**config.mk**
```make
export PLATFORM = sky130hd
export DESIGN_NAME = haar_dwt_stream
export DESIGN_NICKNAME = d
export VERILOG_FILES = /design/src/rtl/haar_dwt_stream.sv
export SDC_FILE = /design/constraint.sdc
export NUM_CORES = 1
export LEC_CHECK = 0
export BUFFER_PORTS_ARGS = -buffer_cell sky130_fd_sc_hd__buf_4
export CAP_MARGIN = 20
export CORE_MARGIN = 2
export CORE_UTILIZATION = 30
export DETAILED_ROUTE_END_ITERATION = 8
export HOLD_SLACK_MARGIN = 0.15
export MAX_ROUTING_LAYER = met4
export PLACE_DENSITY = 0.48
export SYNTH_ARGS = -nofsm -noshare
export SYNTH_HDL_FRONTEND = slang
export SYNTH_SLANG_ARGS = --single-unit
```
**constraint.sdc**
```tcl
create_clock -name HCLK -period 13.7 [get_ports HCLK]
set_clock_uncertainty 0.2 [all_clocks]
set_input_delay 2.74 -clock HCLK [delete_from_list [all_inputs] [get_ports HCLK]]
set_output_delay 2.74 -clock HCLK [all_outputs]
set_load 0.02 [all_outputs]
```
**src/rtl/haar_dwt_stream.sv**
```systemverilog
// Streaming one-level Haar wavelet transform over a raster-order image.
// Mode 0 produces a horizontal 1-D transform per pixel pair.
// Mode 1 produces a 2-D transform per 2x2 block. Row sums and differences
// from even rows are held in a line buffer until the matching odd row arrives.
module haar_dwt_stream #(
    parameter int WIDTH  = 20,
    parameter int HEIGHT = 30,
    parameter int CH     = 3,
    parameter int DW     = 8
) (
    input  logic                   HCLK,
    input  logic                   HRESET,
    input  logic                   start,
    input  logic                   mode,
    input  logic                   in_valid,
    output logic                   in_ready,
    input  logic [CH*DW-1:0]       in_data,
    output logic                   out_valid,
    input  logic                   out_ready,
    output logic [CH*(DW+2)-1:0]   out_ll,
    output logic [CH*(DW+2)-1:0]   out_lh,
    output logic [CH*(DW+2)-1:0]   out_hl,
    output logic [CH*(DW+2)-1:0]   out_hh,
    output logic [15:0]            out_row,
    output logic [15:0]            out_col,
    output logic                   busy,
    output logic                   done
);

    localparam int CW    = DW + 2;
    localparam int PAIRS = WIDTH / 2;
    localparam int IW    = (PAIRS > 1) ? $clog2(PAIRS) : 1;

    localparam logic [1:0] IDLE     = 2'd0;
    localparam logic [1:0] ROW_EVEN = 2'd1;
    localparam logic [1:0] ROW_ODD  = 2'd2;
    localparam logic [1:0] DRAIN    = 2'd3;

    logic [1:0]          state;
    logic                mode_r;
    logic [15:0]         col;
    logic [15:0]         row;
    logic [CH*DW-1:0]    a_reg;
    logic [CH*CW-1:0]    sbuf [PAIRS];
    logic [CH*CW-1:0]    dbuf [PAIRS];
    logic [IW-1:0]       pidx;

    logic                in_fire;
    logic                pair_done;
    logic                last_col;
    logic                last_row;
    logic                emit;
    logic                buf_write;

    logic [CH*CW-1:0]    nxt_ll, nxt_lh, nxt_hl, nxt_hh, nxt_s, nxt_d;
    logic signed [CW-1:0] sum_t, dif_t, bs_t, bd_t, half_s, half_d;
    logic signed [CW:0]   sum_x, dif_x, bs_x, bd_x, t_ll, t_lh, t_hl, t_hh;

    assign in_ready  = ((state == ROW_EVEN) || (state == ROW_ODD)) && (!out_valid || out_ready);
    assign busy      = (state != IDLE);
    assign in_fire   = in_valid && in_ready;
    assign pair_done = in_fire && col[0];
    assign last_col  = (col == 16'(WIDTH - 1));
    assign last_row  = (row == 16'(HEIGHT - 1));
    assign emit      = pair_done && (!mode_r || (state == ROW_ODD));
    assign buf_write = pair_done && mode_r && (state == ROW_EVEN);
    assign pidx      = IW'(col >> 1);

    // Per-channel coefficient arithmetic for the pair completing this cycle
    always_comb begin
        nxt_ll = '0;
        nxt_lh = '0;
        nxt_hl = '0;
        nxt_hh = '0;
        nxt_s  = '0;
        nxt_d  = '0;
        sum_t  = '0;
        dif_t  = '0;
        bs_t   = '0;
        bd_t   = '0;
        half_s = '0;
        half_d = '0;
        sum_x  = '0;
        dif_x  = '0;
        bs_x   = '0;
        bd_x   = '0;
        t_ll   = '0;
        t_lh   = '0;
        t_hl   = '0;
        t_hh   = '0;
        for (int c = 0; c < CH; c++) begin
            sum_t  = CW'(a_reg[c*DW +: DW]) + CW'(in_data[c*DW +: DW]);
            dif_t  = CW'(a_reg[c*DW +: DW]) - CW'(in_data[c*DW +: DW]);
            bs_t   = sbuf[pidx][c*CW +: CW];
            bd_t   = dbuf[pidx][c*CW +: CW];
            half_s = sum_t >>> 1;
            half_d = dif_t >>> 1;
            sum_x  = {sum_t[CW-1], sum_t};
            dif_x  = {dif_t[CW-1], dif_t};
            bs_x   = {bs_t[CW-1], bs_t};
            bd_x   = {bd_t[CW-1], bd_t};
            t_ll   = (bs_x + sum_x) >>> 2;
            t_lh   = (bs_x - sum_x) >>> 2;
            t_hl   = (bd_x + dif_x) >>> 2;
            t_hh   = (bd_x - dif_x) >>> 2;
            nxt_s[c*CW +: CW] = sum_t;
            nxt_d[c*CW +: CW] = dif_t;
            if (mode_r) begin
                nxt_ll[c*CW +: CW] = t_ll[CW-1:0];
                nxt_lh[c*CW +: CW] = t_lh[CW-1:0];
                nxt_hl[c*CW +: CW] = t_hl[CW-1:0];
                nxt_hh[c*CW +: CW] = t_hh[CW-1:0];
            end else begin
                nxt_ll[c*CW +: CW] = half_s;
                nxt_hl[c*CW +: CW] = half_d;
            end
        end
    end

    // Frame sequencing: state, latched mode, raster counters and done pulse
    always_ff @(posedge HCLK or posedge HRESET) begin
        if (HRESET) begin
            state  <= IDLE;
            mode_r <= 1'b0;
            col    <= '0;
            row    <= '0;
            done   <= 1'b0;
        end else begin
            done <= 1'b0;
            case (state)
                IDLE: begin
                    if (start) begin
                        state  <= ROW_EVEN;
                        mode_r <= mode;
                        col    <= '0;
                        row    <= '0;
                    end
                end
                ROW_EVEN, ROW_ODD: begin
                    if (in_fire) begin
                        if (last_col) begin
                            col <= '0;
                            if (last_row) begin
                                state <= DRAIN;
                            end else begin
                                row   <= row + 16'd1;
                                state <= (mode_r && (state == ROW_EVEN)) ? ROW_ODD : ROW_EVEN;
                            end
                        end else begin
                            col <= col + 16'd1;
                        end
                    end
                end
                DRAIN: begin
                    if (!out_valid || out_ready) begin
                        state <= IDLE;
                        done  <= 1'b1;
                    end
                end
                default: state <= IDLE;
            endcase
        end
    end

    // Hold the even-column pixel until its odd partner arrives
    always_ff @(posedge HCLK or posedge HRESET) begin
        if (HRESET) begin
            a_reg <= '0;
        end else if (in_fire && !col[0]) begin
            a_reg <= in_data;
        end
    end

    // Even-row sums and differences wait here for the odd row below them
    always_ff @(posedge HCLK) begin
        if (buf_write) begin
            sbuf[pidx] <= nxt_s;
            dbuf[pidx] <= nxt_d;
        end
    end

    // Output register: loads on pair completion, holds until accepted downstream
    always_ff @(posedge HCLK or posedge HRESET) begin
        if (HRESET) begin
            out_valid <= 1'b0;
            out_ll    <= '0;
            out_lh    <= '0;
            out_hl    <= '0;
            out_hh    <= '0;
            out_row   <= '0;
            out_col   <= '0;
        end else if (emit) begin
            out_valid <= 1'b1;
            out_ll    <= nxt_ll;
            out_lh    <= nxt_lh;
            out_hl    <= nxt_hl;
            out_hh    <= nxt_hh;
            out_row   <= mode_r ? (row >> 1) : row;
            out_col   <= col >> 1;
        end else if (out_ready) begin
            out_valid <= 1'b0;
        end
    end

endmodule

```
=== Word-level counts from Yosys, hierarchy flattened ===
Memories as Yosys holds them, arrays and structs flattened.
Index checks and enable logic that the tools add are counted.

* Logic and storage cells: 102
* Input bits: 30
* Bits in writable memories: 570
* Bits in registers: 212
* Memories: 2

* Reduce and logical (&&, ||, !) cells: 23
* Add/sub/neg operators: 20
* Multiplexer cells: 34
* Equality and inequality tests: 10

{| class="wikitable"
|+ Memories
! name !! depth !! bits a word !! rd ports !! clocked after Yosys merged registers in !! write ports !! line !! text
|-
| dbuf || 10 || 30 || 1 || 0 || 1 || 45 || <nowiki>logic [CH*CW-1:0] dbuf [PAIRS];</nowiki>
|-
| sbuf || 10 || 27 || 1 || 0 || 1 || 44 || <nowiki>logic [CH*CW-1:0] sbuf [PAIRS];</nowiki>
|}

{| class="wikitable"
|+ Operator list
! kind !! count
|-
| 10-bit 2-to-1 mux || 12
|-
| 16-bit 2-to-1 mux || 7
|-
| 16-bit case mux with 2 select lines || 2
|-
| 10-bit by 10-bit adder with 11-bit output || 3
|-
| 10-bit by 9-bit adder with 11-bit output || 3
|-
| 10-bit by 10-bit subtractor with 11-bit output || 3
|-
| 10-bit by 9-bit subtractor with 11-bit output || 3
|-
| 16-bit by 1-bit adder with 16-bit output, second input constant || 2
|-
| 16-bit by 5-bit == test with 1-bit output, second input constant || 2
|-
| 8-bit by 8-bit adder with 9-bit output || 3
|-
| 8-bit by 8-bit subtractor with 9-bit output || 3
|-
| 2-bit 2-to-1 mux || 6
|-
| 2-bit != test, second input constant || 5
|-
| 1-bit logical AND || 8
|-
| 1-bit 2-to-1 mux || 6
|-
| 2-bit case mux with 3 select lines || 1
|-
| 2-bit nonzero test || 3
|-
| 5-bit AND reduction || 1
|-
| 2-bit == test, second input constant || 2
|-
| 4-bit AND reduction || 1
|-
| 1-bit logical NOT || 3
|-
| 1-bit logical OR || 3
|-
| 3-bit AND reduction || 1
|-
| 2-bit by 1-bit == test with 1-bit output, second input constant || 1
|-
| other kinds (3) || 3
|}

=== Depth between registers and ports, before layout ===
Gate-level depths: netlist of the first run.

* Depth in word-level cells: 9
* Mapped depth: 18
* Mapped depth without buffers: 17

=== Worst setup path after synthesis of the first run ===
Ideal clock, no wire load.

* Path type: input -> register
* Start: input out_ready
* End: memory dbuf[0][0] (netlist name), enable pin
* Buffers on the path: 0
* Setup slack: 5.905 ns
* Arrival: 7.072 ns
* Cell stages on the path: 6
* Path through: nand2b_1 -> and2_1 -> nand3_1 -> nor2_1 -> nand2_1 -> nor3_1

* Word-level cells in the longest chain between the ends: 8

{| class="wikitable"
|+ Ends and longest elaborated chain
! what !! line !! text
|-
| start: declaration || 19 || <nowiki>input logic out_ready,</nowiki>
|-
| 1-bit logical OR || 59 || <nowiki>assign in_ready = ((state == ROW_EVEN) || (state == ROW_ODD)) && (!out_valid || out_ready);</nowiki>
|-
| 1-bit logical AND || 59 ||
|-
| net in_ready || 16 || <nowiki>output logic in_ready,</nowiki>
|-
| 1-bit logical AND || 61 || <nowiki>assign in_fire = in_valid && in_ready;</nowiki>
|-
| 1-bit logical AND || 62 || <nowiki>assign pair_done = in_fire && col[0];</nowiki>
|-
| 1-bit logical AND (2 in a row) || 66 || <nowiki>assign buf_write = pair_done && mode_r && (state == ROW_EVEN);</nowiki>
|-
| 1-bit 2-to-1 mux || 176 || <nowiki>if (buf_write) begin</nowiki>
|-
| 1-bit 2-to-1 mux (implied by the code) || 178 || <nowiki>dbuf[pidx] <= nxt_d;</nowiki>
|-
| end: declaration || 45 ||
|}

The timed path passes the listed nets, and every way through them passes these cells.

=== Final worst setup path of the first run ===
* Start: input in_data[1]
* End: register out_hl[6]

* Word-level cells in the longest chain between the ends: 3

{| class="wikitable"
|+ Ends and longest elaborated chain
! what !! line !! text
|-
| start: declaration || 17 || <nowiki>input logic [CH*DW-1:0] in_data,</nowiki>
|-
| 8-bit by 8-bit subtractor with 9-bit output || 93 || <nowiki>dif_t = CW'(a_reg[c*DW +: DW]) - CW'(in_data[c*DW +: DW]);</nowiki>
|-
| net nxt_d[5] || 55 || <nowiki>logic [CH*CW-1:0] nxt_ll, nxt_lh, nxt_hl, nxt_hh, nxt_s, nxt_d;</nowiki>
|-
| 10-bit by 9-bit adder with 11-bit output || 104 || <nowiki>t_hl = (bd_x + dif_x) >>> 2;</nowiki>
|-
| 10-bit 2-to-1 mux || 108 || <nowiki>if (mode_r) begin</nowiki>
|-
| end signal: assignment || 196 || <nowiki>out_hl <= nxt_hl;</nowiki>
|-
| end: declaration || 22 || <nowiki>output logic [CH*(DW+2)-1:0] out_hl,</nowiki>
|}

The timed path passes the listed nets, and every way through them passes these cells.
A chain may end at the register's enable or synchronous reset.

==> flow_metrics.tcl, run 1 <==
set metrics [dict create \
    p_sw_share_pct 41.2 \
    core.rowCount 121 \
    yosys_warnings 0 \
    io_buffers 178 \
    critPathRequiredTime_ns 13.95 \
    yosys-top-cells-area "edfxtp_1 (46%), dfrtp_1 (15%), mux4_2 (6.8%)" \
    grt_remaining_overflow 0 \
    powerDensity_mw_per_mm2 272 \
    rsz0062_at_grt "no" \
    regMostFlops "dbuf" \
    vias 20719 \
    crit_chain "buf_4 -> inv_1 -> ha_1 -> nor2b_1 -> o21ai_0 -> a21oi_1 -> o21ai_0 -> nand2b_1 -> xnor2_1 -> inv_1 -> ha_1 -> a2111oi_0 -> nor3_1 -> a21o_1 -> mux2_2 -> o211ai_1" \
    cts_setup_buffers 0 \
    crit_path_max_incr_delay_ns 0.82 \
    max_cap_viol_count 0 \
    grtUsageTotal_pct 16.8 \
    route.detailed.drc 0 \
    pwr-share-clk_pct 21.5 \
    crit_fanout 13 \
    intPower_mw 6.22 \
    yosys.area.top_type "edfxtp_1" \
    mostFrequentLayoutCell "edfxtp_1" \
    syn_to_final_growth_pct 17.8 \
    clock_path_buffers 3 \
    holdWs_ns 0.272 \
    drtIter0Drc 1467 \
    clock_latency_ns 0.63 \
    post_cts_resized 0 \
    async_flop_share_pct 27.9 \
    cts.clk_slew.worst_paths_ns 0.06 \
    drv_slew 0 \
    die_area_sq_mm 0.113 \
    initial_utilization_pct 30.3 \
    routed_wl_mm 92.1 \
    antenna_found_initial 4 \
    largest_registers "dbuf: 270 flops, sbuf: 240 flops" \
    period_share_pct 48.3 \
    ys_seq_area_share_pct 61.3 \
    hold_violations 0 \
    gp_congestion 0.831 \
    grt_pass1_vias 21391 \
    cts_made_buffers 83 \
    cts_tree "yes" \
    p_leak_nw 15.0 \
    cts-hold-fix-buffers 0 \
    setup_viol 0 \
    first_pass_iters 5 \
    syn_avg_cell_area_sq_um 13.3 \
    h-tree-depth 3 \
    fmax_mhz 151 \
    synth-main-ff-cell "edfxtp_1" \
    drive_above_1_share_pct 17.9 \
    status "complete, no violations" \
    diodes 0 \
    dpl.hpwl_mm 58.1 \
    via_per_inst 4.98 \
    switchingPower_mw 4.37 \
    synth_top_area_share_pct 46.4 \
    fin_nets 2864 \
    core_sq_mm 0.109 \
    ir_drop_mv 0.102 \
    end_kind "register" \
    syn_inst 2485 \
    post-route-min-period_ns 6.62 \
    worst_slack_ns 7.08 \
    ant_nets 0 \
    synth-seq-cells 707 \
    wl_per_cell_um 22.1 \
    crit_type "in2reg" \
    cts_root_buf "clkbuf_16" \
    crit_arrival_ns 6.87 \
    crit_path_start_kind "input pin" \
    synth_cell_type_count 67 \
    syn-cell-area_sq_mm 0.0330 \
    worstMarginPinSlew_ns 1.14 \
    final_cell_mix "edfxtp_1 (510), nand2_1 (232), buf_4 (230)" \
    min_path_type "reg2reg" \
    power_frac_comb_pct 48.6 \
    die_h_um 336 \
    tns_ns 0 \
    die_width_um 336 \
    grt_max_degree 84 \
    io_pins 186 \
    cts_num_sinks 707 \
    largest_register_ffs 270 \
    synth_edf_count 510 \
    max_slew_margin_pct 23.4 \
    cpMaxStageDelayCell "xnor2_1" \
    seqPwrFrac_pct 29.9 \
    grt_pass1_wl_mm 138 \
    preCtsSetupSlack_ns 6.38 \
]
-- per-layer routing --
layer	vias up	track usage (%)	share of wire [%]
li1	9500	-	-
met1	10560	22.6	46
met2	531	25.9	45
met3	128	3.54	6.1
met4	0	4.34	2.4
met5	-	-	0
-- path summary, 6_finish.rpt --
kind / start / to / slack, ns / depth (start not counted)
max: in_data[1] / out_hl[6] / 7.08 / 16
min: out_col[1] / out_col[1] / 0.27 / 2
max reg2reg: col[2] / out_hl[17] / 8.11 / 12
min reg2reg: out_col[1] / out_col[1] / 0.27 / 2
max in group asynchronous: HRESET / col[4] / 9.81 / 3
min in group asynchronous: HRESET / out_row[1] / 1.96 / 2
-- metrics by stage --
stage	power [mW]	cells	utilization [%]	cell area [sq um]
2_1_floorplan	6.62	2491	-	33100
3_3_place_gp	8.21	3997	33.1	36100
3_5_place_dp	8.32	3998	33.1	36100
4_1_cts	10.6	4151	35.7	38900
5_1_grt	11.3	4159	35.7	38900
6_report	10.6	4159	35.7	38900
-- power groups by stage --
stage / clock [mW] / combinational [mW] / sequential (mW)
2_1_floorplan: 0 / 3.38 / 3.24
4_1_cts: 2.34 / 5.13 / 3.18
3_3_place_gp: 0 / 5.00 / 3.21
3_5_place_dp: 0 / 5.11 / 3.22
5_1_grt: 2.42 / 5.69 / 3.20
6_report: 2.27 / 5.15 / 3.16
-- kinds of logic after synthesis --
logic type	count (synthesis)	share of synthesized area, %
flops	707	61.3
simple gates	558	7.65
compound gates	487	9.15
buf+inv	277	3.38
mux	187	9.49
fa+ha+maj	157	6.08
xor+xnor	111	2.94
other cells	1	0.0114
-- area by class of cell --
cell class	instances	area (sq um)
tap	1414	1770
inverter	146	556
clock inverter	41	520
timing repair buffer	232	1760
clock buffer	112	2280
fill	10534	70100
sequential	707	20300
multi-input combinational	1507	11800
-- synth_stat cells (24+ instances only) --
library cell,count
edfxtp_1,510
nand2_1,233
dfrtp_1,197
ha_1,151
o21ai_0,150
inv_1,146
nor2_1,141
a21oi_1,140
mux4_2,99
clkbuf_1,94
xnor2_1,73
mux2i_1,72
nor2b_1,63
a211oi_1,57
xor2_1,38
nand3_1,24
-- critical path, delay by kind of cell --
family / cells / cell delay (ns)
xor gates and xnor gates: 1 / 0.82
AOI/OAI and AO/OA: 6 / 1.57
buffers and inverters: 3 / 0.37
adders and majority gates: 2 / 0.70
muxes: 1 / 0.22
and+or+nand+nor: 3 / 0.43
Note: power is estimated with default switching activity, not from simulation.
==> inputs of run 2 (changes only) <==
==> constraint.sdc (replaced) <==
create_clock -name HCLK -period 6.2 [get_ports HCLK]
set_clock_uncertainty 0.2 [all_clocks]
set_input_delay 1.24 -clock HCLK [delete_from_list [all_inputs] [get_ports HCLK]]
set_output_delay 1.24 -clock HCLK [all_outputs]
set_load 0.02 [all_outputs]
==> flow_metrics.tcl, run 2 (synthesized netlist as in run 1, its figures left out) <==
set metrics [dict create \
    drtIter0Drc 1440 \
    drive_above_1_share_pct 18.8 \
    grt_pass1_vias 21180 \
    h-tree-depth 3 \
    cts_root_buf "clkbuf_16" \
    max_slew_margin_pct 18.6 \
    wl_per_cell_um 22.6 \
    die_width_um 336 \
    grt_pass1_wl_mm 139 \
    die_area_sq_mm 0.113 \
    drv_slew 0 \
    worst_slack_ns 1.20 \
    regToRegStartpoint "col[2]" \
    post_cts_resized 0 \
    via_per_inst 4.96 \
    max_cap_viol_count 0 \
    gp_congestion 0.842 \
    ant_nets 0 \
    grtUsageTotal_pct 17.1 \
    largest_register_ffs 270 \
    crit_chain "buf_4 -> mux4_2 -> nor2b_1 -> a211oi_1 -> a21oi_1 -> ha_1 -> o41ai_1 -> a311oi_1 -> o21a_1 -> mux2i_1 -> a211o_1" \
    reg2reg_slack_ns 1.20 \
    cts_setup_buffers 0 \
    reg2reg_depth 11 \
    m1WireLength_mm 44.4 \
    crit_path_max_incr_delay_ns 1.06 \
    crit_type "reg2reg" \
    clock_latency_ns 0.66 \
    io_pins 186 \
    worstMarginPinSlew_ns 1.22 \
    reg2reg_to "out_hl[25]" \
    die_h_um 336 \
    cts_tree "yes" \
    preCtsSetupSlack_ns 0.983 \
    clock_path_buffers 3 \
    initial_utilization_pct 30.3 \
    grt_max_degree 142 \
    mostFrequentLayoutCell "edfxtp_1" \
    critPathRequiredTime_ns 6.53 \
    crit_path_start_kind "register" \
    core.rowCount 121 \
    hold_violations 0 \
    cts.clk_slew.worst_paths_ns 0.06 \
    post-route-min-period_ns 5.00 \
    routed-wl-met2_mm 42.7 \
    crit_fanout 51 \
    crit_arrival_ns 5.33 \
    ir_drop_mv 0.269 \
    period_share_pct 80.7 \
    syn_to_final_growth_pct 18.5 \
    regMostFlops "dbuf" \
    cts_made_buffers 82 \
    final_cell_mix "edfxtp_1 (510), buf_4 (249), nand2_1 (232)" \
    antenna_found_initial 2 \
    crit_end "out_hl[25]" \
    powerDensity_mw_per_mm2 601 \
    dpl.hpwl_mm 60.8 \
    fillers 10539 \
    rsz0062_at_grt "no" \
    routed_wl_mm 94.3 \
    largest_registers "dbuf: 270 flops, sbuf: 240 flops" \
    grt_remaining_overflow 0 \
    p_leak_nw 15.1 \
    cts_num_sinks 707 \
    vias 20749 \
    wl_met3_mm 5.28 \
    routed.top_layer "met4" \
    critPathLaunch "col[2]" \
    core_sq_mm 0.109 \
    setup_viol 0 \
    first_pass_iters 5 \
    io_buffers 178 \
    cts-hold-fix-buffers 0 \
    cpMaxStageDelayCell "dfrtp_4" \
    route.detailed.drc 0 \
    end_kind "register" \
    fmax_mhz 200 \
    status "complete, no violations" \
    min_path_type "reg2reg" \
    fin_nets 2887 \
    tns_ns 0 \
]
## run 2: changes by cell type in the layout (fill, tap and decap cells not counted), sizes merged
| cell | delta |
|---|---|
| inv | +1 |
| clkinvlp | +7 |
| clkinv | +8 |
| buf | +24 |
| diode | +1 |
| bufinv | -1 |
| clkbuf | -17 |
## run 2: how the worst min path moves through the flow
| stage | from | end | slack [ns] | cells past startpoint |
|---|---|---|---|---|
| 2_1_floorplan | a_reg[10] | a_reg[10] | 0.28 | 2 |
| 3_3_place_gp | out_lh[17] | out_lh[17] | 0.26 | 2 |
| 3_5_place_dp | out_col[4] | out_col[4] | 0.27 | 2 |
| 4_1_cts | out_col[4] | out_col[4] | 0.28 | 2 |
| 5_1_grt | out_col[13] | out_col[13] | 0.31 | 2 |
| 6_report | out_row[13] | out_row[13] | 0.28 | 2 |
## run 2: through the flow
step	hold WS (ns)	total power [mW]	area, sq um	std cells	util [%]
finish	0.275	23.5	39200	4182	35.9
global placement	0.257	18.4	36400	4029	33.4
floorplan	0.279	14.6	33100	2491	-
CTS	0.284	23.7	39100	4180	35.9
global route	0.312	25.0	39200	4182	35.9
detailed placement	0.268	18.6	36400	4029	33.4
## run 2: layout make-up
class                           instances  area, sq um  share of cell area (%)
Sequential cell                       707        20300                    51.8
Tap cell                             1414         1770                    4.52
Antenna cell                            1         2.50                 0.00639
Multi-Input combinational cell       1507        11800                    30.1
Clock buffer                           95         2130                    5.45
Inverter                              146          552                    1.41
Timing Repair Buffer                  256         2010                    5.13
Clock inverter                         56          627                    1.60
## run 2: power by group
part / internal, mW / switching [mW] / total (mW)
registers: 6.49 / 0.533 / 7.02
logic: 4.29 / 7.24 / 11.5
clock network: 2.91 / 2.05 / 4.96
total: 13.7 / 9.82 / 23.5
## run 2: layer usage
layer / vias to the layer above / track usage [%]
met3: 117 / 3.47
li1: 9530 / -
met4: 0 / 4.66
met5: - / -
met1: 10605 / 23.3
met2: 497 / 25.9
## run 2: critical path: cells and delay by family, from the launching register on
kind	cells	cell delay (ns)
and+or+nand+nor	1	0.14
DFF	1	1.06
AOI/OAI and AO/OA	6	2.17
adders and majority gates	1	0.36
muxes	2	0.44
buffers and inverters	1	0.40
